## config.mk

```make
export PLATFORM = sky130hd
export DESIGN_NAME = des_out_serializer_flat
export DESIGN_NICKNAME = d
export VERILOG_FILES = /design/src/rtl/des_out_serializer_if.sv /design/src/rtl/des_out_serializer.sv /design/src/flat_wrapper.sv
export SDC_FILE = /design/constraint.sdc
export NUM_CORES = 1
export LEC_CHECK = 0
export BUFFER_PORTS_ARGS = -buffer_cell sky130_fd_sc_hd__buf_2
export CORE_MARGIN = 5
export CORE_UTILIZATION = 50
export CTS_CLUSTER_DIAMETER = 80
export DETAILED_ROUTE_END_ITERATION = 16
export GPL_TIMING_DRIVEN = 0
export PLACE_DENSITY = 0.68
export SLEW_MARGIN = 40
export SYNTH_ARGS = -nofsm -noshare
export SYNTH_HDL_FRONTEND = slang
export SYNTH_SLANG_ARGS = --single-unit
```

## constraint.sdc

```tcl
create_clock -name clk_i -period 5.62 [get_ports clk_i]
set_input_delay 0.843 -clock clk_i [delete_from_list [all_inputs] [get_ports clk_i]]
set_output_delay 0.843 -clock clk_i [all_outputs]
set_load 0.05 [all_outputs]
```

## src/rtl/des_out_serializer_if.sv

```systemverilog
// Bus between the DES core, the output serializer and the downstream byte sink.
// The slave modport is the serializer; the master modport is whoever drives blocks and accepts bytes.
interface des_out_serializer_if #(
    parameter int DEPTH = 4
);
    localparam int LW = $clog2(DEPTH) + 1;

    logic [0:63]   data_i;
    logic          valid_i;
    logic          ready_i;
    logic [0:7]    byte_o;
    logic          valid_o;
    logic          last_o;
    logic [LW-1:0] level_o;
    logic          overflow_o;
    logic [1:0]    state_o;

    // Handshake: a block is offered when valid_i=1 and is taken unless the buffer is full
    // (no back-pressure to the DES core; drops raise overflow_o). A byte moves downstream
    // on every clock edge where valid_o=1 and ready_i=1; outputs hold while ready_i=0.
    modport slave (
        input  data_i, valid_i, ready_i,
        output byte_o, valid_o, last_o, level_o, overflow_o, state_o
    );

    modport master (
        output data_i, valid_i, ready_i,
        input  byte_o, valid_o, last_o, level_o, overflow_o, state_o
    );
endinterface

```

## src/rtl/des_out_serializer.sv

```systemverilog
// Buffers 64-bit DES result blocks in a small circular FIFO and emits them MSB-first,
// one byte per accepted transfer, with a sticky flag for blocks dropped while full.
module des_out_serializer #(
    parameter int DEPTH = 4
) (
    input  logic                 clk_i,
    input  logic                 reset_i,
    des_out_serializer_if.slave  bus
);
    localparam int AW = (DEPTH > 1) ? $clog2(DEPTH) : 1;
    localparam int LW = $clog2(DEPTH) + 1;
    localparam logic [LW-1:0] FULL_LVL = LW'(DEPTH);

    localparam logic [1:0] ST_EMPTY  = 2'd0;
    localparam logic [1:0] ST_ACTIVE = 2'd1;
    localparam logic [1:0] ST_FULL   = 2'd2;

    logic [0:63]   mem_q [DEPTH];
    logic [AW-1:0] wr_ptr_q, wr_ptr_d;
    logic [AW-1:0] rd_ptr_q, rd_ptr_d;
    logic [LW-1:0] level_q, level_d;
    logic [2:0]    k_q, k_d;
    logic          ovf_q, ovf_d;
    logic [1:0]    state_q, state_d;

    logic          full;
    logic          has_data;
    logic          wr_en;
    logic          xfer;
    logic          pop;
    logic [0:63]   head;

    always_comb begin
        // Fullness uses the registered level, so a same-cycle pop cannot make room for a write.
        full     = (level_q == FULL_LVL);
        has_data = (level_q != '0);
        wr_en    = bus.valid_i && !full;
        xfer     = has_data && bus.ready_i;
        pop      = xfer && (k_q == 3'd7);

        wr_ptr_d = wr_en ? wr_ptr_q + AW'(1) : wr_ptr_q;
        rd_ptr_d = pop   ? rd_ptr_q + AW'(1) : rd_ptr_q;
        k_d      = xfer  ? k_q + 3'd1        : k_q;

        level_d = level_q;
        case ({wr_en, pop})
            2'b10:   level_d = level_q + LW'(1);
            2'b01:   level_d = level_q - LW'(1);
            default: level_d = level_q;
        endcase

        ovf_d = ovf_q | (bus.valid_i & full);

        if (level_d == '0)
            state_d = ST_EMPTY;
        else if (level_d == FULL_LVL)
            state_d = ST_FULL;
        else
            state_d = ST_ACTIVE;
    end

    always_ff @(posedge clk_i or posedge reset_i) begin
        if (reset_i) begin
            wr_ptr_q <= '0;
            rd_ptr_q <= '0;
            level_q  <= '0;
            k_q      <= '0;
            ovf_q    <= 1'b0;
            state_q  <= ST_EMPTY;
        end else begin
            wr_ptr_q <= wr_ptr_d;
            rd_ptr_q <= rd_ptr_d;
            level_q  <= level_d;
            k_q      <= k_d;
            ovf_q    <= ovf_d;
            state_q  <= state_d;
        end
    end

    // Storage is not reset; the level counter alone decides which entries are meaningful.
    always_ff @(posedge clk_i) begin
        if (wr_en)
            mem_q[wr_ptr_q] <= bus.data_i;
    end

    assign head           = mem_q[rd_ptr_q];
    assign bus.byte_o     = has_data ? head[{k_q, 3'b000} +: 8] : 8'h00;
    assign bus.valid_o    = has_data;
    assign bus.last_o     = has_data && (k_q == 3'd7);
    assign bus.level_o    = level_q;
    assign bus.overflow_o = ovf_q;
    assign bus.state_o    = state_q;
endmodule

```

## src/flat_wrapper.sv

```systemverilog
// flat-port wrapper written by rule: the top's interface ports become plain ports
module des_out_serializer_flat 
#(
    parameter int DEPTH = 4
)
  (clk_i, reset_i, bus_data_i, bus_valid_i, bus_ready_i, bus_byte_o, bus_valid_o, bus_last_o, bus_level_o, bus_overflow_o, bus_state_o);
  des_out_serializer_if #(.DEPTH(DEPTH)) bus_i ();
  input  logic clk_i;
  input  logic reset_i;
  input wire logic [$bits(bus_i.data_i)-1:0] bus_data_i;
  input wire logic [$bits(bus_i.valid_i)-1:0] bus_valid_i;
  input wire logic [$bits(bus_i.ready_i)-1:0] bus_ready_i;
  output wire logic [$bits(bus_i.byte_o)-1:0] bus_byte_o;
  output wire logic [$bits(bus_i.valid_o)-1:0] bus_valid_o;
  output wire logic [$bits(bus_i.last_o)-1:0] bus_last_o;
  output wire logic [$bits(bus_i.level_o)-1:0] bus_level_o;
  output wire logic [$bits(bus_i.overflow_o)-1:0] bus_overflow_o;
  output wire logic [$bits(bus_i.state_o)-1:0] bus_state_o;
  assign bus_i.data_i = bus_data_i;
  assign bus_i.valid_i = bus_valid_i;
  assign bus_i.ready_i = bus_ready_i;
  assign bus_byte_o = bus_i.byte_o;
  assign bus_valid_o = bus_i.valid_o;
  assign bus_last_o = bus_i.last_o;
  assign bus_level_o = bus_i.level_o;
  assign bus_overflow_o = bus_i.overflow_o;
  assign bus_state_o = bus_i.state_o;
  des_out_serializer #(.DEPTH(DEPTH)) u_core (.clk_i(clk_i), .reset_i(reset_i), .bus(bus_i));
endmodule
```

==> impl_metrics.csv <==
group,metric,value,unit
die,io_pins,84,
finish,final_nets,661,
detailed_routing,firstDrtPassIters,5,
finish,area_delta_synth_final,15.75,%
power,p_leak,4.268,nW
die,die_area,24190,um^2
clocking,cts_sinks,269,
clocking,cts_setup_buffers,0,
sta,tightest_slew,782.1,ps
detailed_routing,wire_per_inst,23.65,um
detailed_routing,drt_iter0_drc,351,
sta,post-route-min-period,3701,ps
setup_path,worstPathMaxFanout,10,
placement,place_congestion,0.7461,
clocking,cts_resized,0,
die,core_area,20960,um^2
clocking,clock_latency,510,ps
flow_run,cap_violations,0,
yosys,synth_edf_count,256,
detailed_routing,antenna_left,0,
power,power_density,561.6,nW/um^2
finish,final_layout_size_suffix_gt1_share,31.13,%
yosys,synthArstFlopShare,4.833,%
sta,grt_setup_unrepaired,"no",
detailed_routing,vias_per_cell,5.715,
sta,tns,0,ps
clocking,clk_pin_slew,60,ps
yosys,ys_seq_area_share,75.67,%
global_routing,grt_pass1_vias,5510,
detailed_routing,route.detailed.drc,0,
setup_path,crit_top_cell,"buf_4",
sta,period_share,65.85,%
detailed_routing,vias,5035,
sta,fmax,270.2,MHz
setup_path,startpoint_type,"flop",
yosys,synth_nets,545,
placement,hpwl,13550,um
clocking,root_buffer,"clkbuf_16",
global_routing,antenna_found_initial,3,
clocking,htreeDepth,1,
yosys,synth_area,10590,um^2
die,die_h,155.5,um
die,std_cell_rows,53,
global_routing,grt_pass1_wl,31820,um
die,initial_core_util,50.53,%
yosys,yosys_warnings,0,
setup_path,critical_path.endpoint_type,"primary output",
yosys,synth_area_per_cell,22.58,um^2
setup_path,crit_arrival,2860,ps
sta,setup_viol,0,
yosys,yosysUniqueCellTypes,34,
sta,finalClockSkew,5.137,ps
clocking,clk_path_buf_depth,3,
finish,final_util,58.49,%
global_routing,grt-ovfl-total,0,
setup_path,crit_type,"reg2out",
clocking,hold_buffers,0,
clocking,cts_tree,"yes",
sta,maxSlewHeadroom,47.58,%
status,outcome,"finished, final reports clean",
yosys,yosys_register_bits,269,
yosys,syn_inst,469,
setup_path,worstPathRequired,4780,ps
yosys,synth-main-ff-cell,"edfxtp_1",
clocking,cts_inserted_buffers,27,
sta,hold_viol,0,
min_path,hp-class,"in2async",
detailed_routing,finalWirelength,20840,um
power,vdd_drop_max,0.2808,mV
global_routing,track_usage,17.36,%
sta,maxSlewViolCount,0,
setup_path,slowest_stage,"dfrtp_1",
global_routing,grt_max_degree,39,
placement,port_buffers,83,
setup_path,slowest_delay,360,ps
setup_path,crit_chain,"buf_4 -> buf_4 -> buf_6 -> mux2i_1 -> a221oi_1 -> o21ai_0 -> a31oi_1 -> buf_2",
die,die_x,155.5,um
-- final cells by class --
class / instances / area [um^2]
fill: 1557 / 8698
timing repair buffer: 87 / 495.5
antenna: 2 / 5.005
tap: 275 / 344.1
clock buffer: 35 / 705.7
inverter: 9 / 36.28
multi-input combinational: 168 / 2308
sequential: 269 / 8013
buffer: 23 / 241.5
clock inverter: 13 / 107.6
-- layout by cell type, fill, tap and decap left out, types with 2 or more instances in the layout --
cell type and instances:
a221o_1 8, a221oi_1 7, a22oi_1 7, a31oi_1 7, and2_1 2, and2_4 4
buf_12 9, buf_2 85, buf_4 4, buf_6 6, bufinv_16 2, clkbuf_1 12
clkbuf_16 27, clkinv_1 6, clkinv_2 5, dfrtp_1 13, diode_2 2, edfxtp_1 256
ha_1 7, inv_1 8, mux2_2 3, mux2i_1 33, mux4_1 19, mux4_2 38
nand2_1 3, nor2_1 4, nor2b_1 4, o21ai_0 8, xnor2_1 5, xor2_1 2
-- state kept, by name, indices dropped and copies added, names as in the netlist --
register,cells
u_core.mem_q,256
u_core.bus.level_o,3
u_core.k_q,3
u_core.bus.state_o,2
u_core.rd_ptr_q,2
u_core.wr_ptr_q,2
u_core.bus.overflow_o,1
-- where the power goes --
group	internal, mW	leakage [nW]	total, mW	switching, mW
Combinational	0.984	1.37	2.48	1.49
Sequential	2.65	2.50	2.75	0.105
Clock	0.970	0.399	1.65	0.683
-- synth_stat cells (6+ instances only) --
cell	n	area share (%)
a221o_1	8	0.76
a31oi_1	7	0.41
edfxtp_1	256	73
o21ai_0	8	0.38
a22oi_1	7	0.50
ha_1	7	0.83
mux4_2	38	8.1
a221oi_1	7	0.58
inv_1	8	0.28
and2_1	6	0.35
mux4_1	19	4.7
buf_6	6	0.64
mux2i_1	33	3.1
dfrtp_1	13	3.1
-- routing by layer --
layer | vias up | global-route usage [%] | wire [um]
met1 | 2630 | 23.75 | 8737
li1 | 2228 | - | -
met5 | - | 0 | 25
met3 | 34 | 3.282 | 1256
met2 | 139 | 29.20 | 10410
met4 | 4 | 4.460 | 407
-- worst paths after layout --
path                                             from                     to  slack, ps  depth (start not counted)
min in group clk_i              u_core.bus.overflow_o  u_core.bus.overflow_o        500                          1
worst min register to register  u_core.bus.overflow_o  u_core.bus.overflow_o        500                          1
worst min-delay path                          reset_i     u_core.rd_ptr_q[0]        390                          2
worst max-delay path                    u_core.k_q[0]          bus_byte_o[7]       1920                          8
max in group asynchronous                     reset_i          u_core.k_q[2]       4850                          2
worst max register to register  u_core.bus.level_o[2]  u_core.bus.state_o[1]       2730                          9
-- through the flow --
| stage | worst slack (ps) | std cells | area, um^2 | total power [mW] | hold slack, ps |
|---|---|---|---|---|---|
| 3_3_place_gp | 1192 | 827 | 11350 | 5.222 | 446.8 |
| 4_1_cts | 1927 | 879 | 12250 | 6.961 | 372.5 |
| 5_1_grt | 1769 | 880 | 12250 | 7.200 | 409.7 |
| 6_report | 1919 | 881 | 12260 | 6.883 | 385.0 |
| 2_1_floorplan | 2418 | 469 | 10590 | 4.569 | 579.6 |
| 3_5_place_dp | 2497 | 831 | 11440 | 5.303 | 480.5 |
-- kinds of logic after synthesis --
kind of cell | after synthesis | synth area share [%]
xor+xnor | 7 | 0.5790
simple gates | 20 | 1.052
compound gates | 40 | 2.824
buf+inv | 32 | 2.623
flops | 269 | 75.67
mux | 93 | 16.24
fa+ha+maj | 8 | 1.016
-- worst max-delay path: cells and delay by family (launching register included) --
kind            cells  cell delay [ps]
compound gates      3              840
flops               1              360
buf+inv             4             1030
mux                 1              100
Power figures use the tool's default switching activity.
